**src/rtl/uart_word_tx.sv**
```systemverilog
// UART word transmitter: sends a WORD_SIZE-bit word as consecutive 8N1 frames,
// most significant byte first, with a start/ready handshake and a done pulse.
module uart_word_tx #(
    parameter int WORD_SIZE    = 16,
    parameter int CLKS_PER_BIT = 434
) (
    input  logic                 clk,
    input  logic                 reset,
    input  logic                 start,
    input  logic [WORD_SIZE-1:0] data,
    output logic                 tx,
    output logic                 ready,
    output logic                 done
);
    localparam int NUM_BYTES = WORD_SIZE / 8;
    localparam int IDX_W     = (NUM_BYTES > 1) ? $clog2(NUM_BYTES) : 1;
    localparam int CNT_W     = $clog2(CLKS_PER_BIT);
    localparam logic [CNT_W-1:0] CNT_LAST = CNT_W'(CLKS_PER_BIT - 1);
    localparam logic [IDX_W-1:0] IDX_TOP  = IDX_W'(NUM_BYTES - 1);

    typedef enum logic [1:0] {IDLE, START, DATA, STOP} state_t;

    state_t               state;
    logic [WORD_SIZE-1:0] shift;
    logic [IDX_W-1:0]     byte_idx;
    logic [2:0]           bit_idx;
    logic [CNT_W-1:0]     baud_cnt;
    logic [7:0]           cur_byte;
    logic                 bit_end;

    // Byte currently on the wire; byte_idx counts down so the high byte goes first.
    assign cur_byte = 8'(shift >> {byte_idx, 3'b000});
    assign bit_end  = (baud_cnt == CNT_LAST);

    always_ff @(posedge clk) begin
        if (reset) begin
            state    <= IDLE;
            shift    <= '0;
            byte_idx <= '0;
            bit_idx  <= '0;
            baud_cnt <= '0;
            tx       <= 1'b1;
            ready    <= 1'b1;
            done     <= 1'b0;
        end else begin
            done <= 1'b0;
            case (state)
                IDLE: begin
                    if (start && ready) begin
                        shift    <= data;
                        byte_idx <= IDX_TOP;
                        bit_idx  <= '0;
                        baud_cnt <= '0;
                        state    <= START;
                        tx       <= 1'b0;
                        ready    <= 1'b0;
                    end
                end
                START, DATA, STOP: begin
                    if (!bit_end) begin
                        baud_cnt <= baud_cnt + 1'b1;
                    end else begin
                        baud_cnt <= '0;
                        case (state)
                            START: begin
                                state   <= DATA;
                                bit_idx <= '0;
                                tx      <= cur_byte[0];
                            end
                            DATA: begin
                                if (bit_idx == 3'd7) begin
                                    state <= STOP;
                                    tx    <= 1'b1;
                                end else begin
                                    bit_idx <= bit_idx + 3'd1;
                                    tx      <= cur_byte[bit_idx + 3'd1];
                                end
                            end
                            default: begin
                                // Next frame follows the stop bit directly, no idle gap.
                                if (byte_idx != '0) begin
                                    byte_idx <= byte_idx - 1'b1;
                                    state    <= START;
                                    tx       <= 1'b0;
                                end else begin
                                    state <= IDLE;
                                    ready <= 1'b1;
                                    done  <= 1'b1;
                                    tx    <= 1'b1;
                                end
                            end
                        endcase
                    end
                end
                default: state <= IDLE;
            endcase
        end
    end
endmodule
```
**config.mk**
```make
export PLATFORM = sky130hd
export DESIGN_NAME = uart_word_tx
export DESIGN_NICKNAME = d
export VERILOG_FILES = /design/src/rtl/uart_word_tx.sv
export SDC_FILE = /design/constraint.sdc
export NUM_CORES = 1
export LEC_CHECK = 0
export BUFFER_PORTS_ARGS = -buffer_cell sky130_fd_sc_hd__buf_2
export CAP_MARGIN = 20
export CORE_MARGIN = 4
export CORE_UTILIZATION = 49
export DETAILED_ROUTE_END_ITERATION = 10
export PLACE_DENSITY_LB_ADDON = 0.1
export RECOVER_POWER = 25
export SLEW_MARGIN = 15
export SYNTH_ARGS = -nofsm -noshare
export SYNTH_HDL_FRONTEND = slang
export SYNTH_SLANG_ARGS = --single-unit
```
**constraint.sdc**
```tcl
create_clock -name clk -period 2.26 [get_ports clk]
set_clock_uncertainty 0.05 [all_clocks]
set_input_delay 0.226 -clock clk [delete_from_list [all_inputs] [get_ports clk]]
set_output_delay 0.226 -clock clk [all_outputs]
set_load 0.02 [all_outputs]
```
# After elaboration in Yosys (flattened, before gate mapping)

Cells that the tools add are included.

Input bits: 19
Logic and storage cells: 69
Output and inout bits: 3
Bits in registers: 34

Bitwise operators: 2
Shift-type cells: 1
Eq/ne operators: 12
$lt $le $gt $ge: 1
Multiplexer cells: 31
$add $sub $neg: 3
Reductions and logical operators: 11

Operators by type and width:

| kind                                                       | number |
|---|---|
| 2-to-1 mux 9 bit                                           | 2 |
| one-hot mux 9 bit (2 select lines)                         | 1 |
| right shift 16 x 4 -> 8 bit                                | 1 |
| 2-to-1 mux 1 bit                                           | 13 |
| one-hot mux 3 bit (2 select lines)                         | 2 |
| adder 9 x 1 -> 9 bit, second input constant                | 1 |
| == test 9 bit, second input constant                       | 1 |
| 2-to-1 mux 3 bit                                           | 3 |
| != test 3 bit, second input constant                       | 3 |
| != test 2 bit, second input constant                       | 4 |
| one-hot mux 1 bit (2 select lines)                         | 4 |
| one-hot mux 2 bit (2 select lines)                         | 2 |
| AND reduction 4 bit                                        | 2 |
| 2-to-1 mux 2 bit                                           | 3 |
| AND reduction 3 bit                                        | 2 |
| OR reduction 5 bit                                         | 1 |
| == test 2 bit, second input constant                       | 2 |
| less-than comparator 3 x 4 -> 1 bit, second input constant | 1 |
| AND reduction 2 bit                                        | 2 |
| adder 3 x 1 -> 3 bit, second input constant                | 1 |
| binary-select mux 1 bit (select 3 bit)                     | 1 |
| == test 3 bit, second input constant                       | 1 |
| OR reduction 3 bit                                         | 1 |
| == test 2 x 1 -> 1 bit, second input constant              | 1 |
| 5 further kinds                                            | 6 |

# Longest topological paths before layout

Depth after elaboration: 7
Gate-level depth with buffers: 7

# Worst setup path after synthesis

No wires, ideal clock.

Kind: reg2reg
Start: register state[0]
End: register bit_idx[2]
Stages on the path, launching flop included: 8
Setup slack: 579 ps
Data arrival time: 1,499 ps
Period minus slack after synthesis: 1,681 ps
Buffers on the path: 1
Required time: 2,078 ps
Cells stage by stage: dfxtp_1 > inv_1 > ha_1 > clkbuf_1 > nor2b_1 > a31o_2 > o31ai_1 > a21oi_1

Longest elaborated chain between the ends: 4

Ends and longest elaborated chain:

| item                                                                      | line   | source |
|---|---|---|
| start: declaration                                                        | 23     | `state_t state;` |
| start signal: assignment                                                  | 37     | `state <= IDLE;` |
| start signal: assignment                                                  | 54     | `state <= START;` |
| start signal: assignment                                                  | 66     | `state <= DATA;` |
| == test 2 bit (tied with other cells)                                     | 47, 64 |  |
| one-hot mux 3 bit (2 select lines) or OR reduction 3 bit (tied branches)  | 64, 47 |  |
| 2-to-1 mux 3 bit (tied with other cells)                                  | 60     | `if (!bit_end) begin` |
| one-hot mux 3 bit (2 select lines) or AND reduction 4 bit (tied branches) | --     |  |
| end signal: assignment                                                    | 75     | `bit_idx <= bit_idx + 3'd1;` |
| end: declaration                                                          | 26     | `logic [2:0] bit_idx;` |

Several ways; a longest one is shown, not always the timed one. The select of a mux whose other input is x is not followed.
A chain may end at the register's enable or synchronous reset.

# Worst setup path in the final report

Start: register state[0]
End: register tx

Longest elaborated chain between the ends: 4

Ends and longest elaborated chain:

| item                                                                      | line   | source |
|---|---|---|
| == test 2 bit (tied with other cells)                                     | 47, 64 |  |
| one-hot mux 1 bit (2 select lines) or OR reduction 3 bit (tied branches)  | 64, 47 |  |
| 2-to-1 mux 1 bit or != test 2 bit (tied branches)                         | --     |  |
| one-hot mux 1 bit (2 select lines) or AND reduction 2 bit (tied branches) | --     |  |
| end signal: assignment                                                    | 68     | `tx <= cur_byte[0];` |
| end signal: assignment                                                    | 76     | `tx <= cur_byte[bit_idx + 3'd1];` |
| end: declaration                                                          | 11     | `output logic tx,` |

Several ways; a longest one is shown, not always the timed one. The select of a mux whose other input is x is not followed.

==> metrics.yaml <==
detailed_routing:
  drtPass1Iterations: 4
  avgRoutedWirePerCell_um: 13.2
  via_per_inst: 5.45
  wl_mm: 3.50
  antenna_left: 0
  drc: 0
  via_count: 1445
  drtIter0Drc: 100
synth:
  synth_cells: 200
  synth_seq_cells: 34
  synth.distinct_cells: 41
  ys_async_sr_fraction_pct: 0
  synth_edf_count: 0
  synth_ff_type: "dfxtp_1"
  yosys_warnings: 0
  synth_nets: 228
  syn_area_per_cell_um2: 8.63
  ys_seq_area_share_pct: 39.4
  syn_area_um2: 1730
cts:
  clkTransAtPathRegs_ns: 0.10
  htreeDepth: 2
  clockBufferDepth: 2
  holdBufCountCts: 0
  cts.sinks: 34
  cts_tree: "built"
  postCtsSetupBuffers: 0
  clk-insertion-delay-late_ns: 0.34
  numCtsBuffers: 5
  cts_resized: 0
  cts-root-buf: "clkbuf_4"
status:
  status: "complete, no violations"
cells_and_area:
  fin_area_um2: 1900
  area_growth_pct: 10.2
  nets: 246
  final_common_cell: "nand2_1"
  mostFrequentLayoutCells: "nand2_1 (36), dfxtp_1 (34), a21oi_1 (25)"
  n_antenna_cell: 0
  final_util_pct: 56.5
  drive_above_1_share_pct: 16.0
sta:
  period_share_pct: 86.8
  tightest_slew_ns: 0.722
  finalSetupViolCount: 0
  relSlewSlack_pct: 51.8
  timing.final.crit_period_ns: 1.96
  hold_slack_ns: 0.0676
  fin_ws_ns: 0.298
  rsz0062_at_grt: "no"
  slew_violations: 0
  fmax_mhz: 510
  tns_ns: 0
  hold_viol: 0
setup_path:
  cpPeakStageDelay_ns: 0.62
  critPathCaptureType: "register"
  path_cells: "inv_1 -> ha_1 -> a21boi_1 -> nor3_1 -> a31oi_1 -> o311ai_1"
  r2r-start: "state[0]$_SDFFE_PP0P_"
  required_ns: 2.43
  worstPathMaxFanout: 10
  critPathTopFamily: "compound AO/OA/AOI/OAI gates"
  crit_arrival_ns: 2.13
  startpoint: "state[0]$_SDFFE_PP0P_"
  crit_buf_inv: 1
  slowest_stage: "a21boi_1"
  start_kind: "register"
  path_class: "reg -> reg"
min_path:
  hp-start: "data[4]"
  worstHoldPathType: "in -> reg"
floorplan:
  die_w_um: 67.3
  core_um2: 3360
  dieHeight_um: 67.3
  ioPinCount: 22
  die-area_um2: 4530
  rows: 21
  initial_core_util_pct: 51.3
run:
  max_cap_viol_count: 0
place:
  gp_congestion: 0.852
  place_ws_ns: 0.351
  numPortBuffers: 21
  dp_hpwl_mm: 2.61
  detailed_place.area_um2: 1850
global_route:
  use_met3_pct: 6.32
  grt_max_degree: 26
  grt_use_total_pct: 17.6
  antenna_found_initial: 0
  grt_use_met2_pct: 31.2
  grt_overflow: 0
  top_usage_layer: "met2"
  grt_pass1_vias: 1441
  grt_pass1_wl_mm: 6.00
  use_met1_pct: 18.0
pwr:
  irDropWorstVdd_uv: 469
  cellPowerDensity_nw_per_um2: 1030
  leakage_nw: 0.761
worst reg2reg max path, stage by stage (launching register included):
cell and delay (ns):
dfxtp_1 0.36, inv_1 0.12, ha_1 0.21, a21boi_1 0.62
nor3_1 0.15, a31oi_1 0.21, o311ai_1 0.12
final cells by class:
cell class              instances  area, um2
clock buffers                   6       41.3
flip-flops and latches         34        681
inverters                       5       18.8
well taps                      46       57.6
fillers                       347       1460
repair buffers                 23        116
multi-input cells             149        972
clock inverters                 2       13.8
per-layer routing:
layer / wire, um / share of wire, % / vias up
met1: 1510 / 43 / 658
met3: 191 / 5.5 / 10
met4: 84 / 2.4 / 0
met5: 0 / 0 / -
met2: 1720 / 49 / 28
li1: - / - / 749
metrics by stage:
| step | instances | power (W) |
|---|---|---|
| final | 265 | 0.00196 |
| after global routing | 265 | 0.00211 |
| after CTS | 265 | 0.00198 |
| after detailed placement | 257 | 0.00164 |
| after global placement | 257 | 0.00161 |
| after floorplan | 200 | 0.00145 |
cell families (layout without fill, tap and decap cells):
kind of cell | count (synthesis) | count (layout) | synth area share [%]
and+or+nand+nor | 76 | 76 | 22.8
AOI/OAI and AO/OA | 52 | 52 | 18.4
DFF | 34 | 34 | 39.4
buffers and inverters | 17 | 36 | 4.21
adders and majority gates | 9 | 9 | 6.53
muxes | 7 | 7 | 6.02
xor gates and xnor gates | 5 | 5 | 2.54
power by group:
part	total (W)	leakage (nW)	switching [W]	internal, W
clock	0.000328	0.0322	0.000206	0.000122
combinational	0.000832	0.452	0.000506	0.000325
sequential	0.000802	0.278	0.0000888	0.000713
total	0.00196	0.761	0.000801	0.00116
Yosys cell counts (all sizes together), types with 4 or more instances:
cell type	count	area share (%)
o21ai	8	2.5
nand2	36	7.8
nor2	8	1.7
o31ai	4	1.7
nand4	6	2.2
mux2i	4	2.3
and3	5	1.8
clkbuf	9	2.0
inv	5	1.1
ha	9	6.5
a21oi	25	7.3
dfxtp	34	39
or3	4	1.5
xor2	4	2.0
state kept, by name, indices dropped and copies added (netlist names):
| signal | cells |
|---|---|
| state | 2 |
| done | 1 |
| baud_cnt | 9 |
| bit_idx | 3 |
| ready | 1 |
| tx | 1 |
| byte_idx | 1 |
| shift | 16 |
worst paths after layout:
| check | cells after the start | slack (ns) | end |
|---|---|---|---|
| setup reg to reg | 6 | 0.30 | tx$_SDFFE_PP1P_ |
| setup / recovery | 6 | 0.30 | tx$_SDFFE_PP1P_ |
| hold / removal | 3 | 0.07 | shift[4]$_SDFFE_PP0P_ |
| hold reg to reg | 2 | 0.41 | shift[15]$_SDFFE_PP0P_ |
Note: power is estimated with default switching activity, not from simulation.
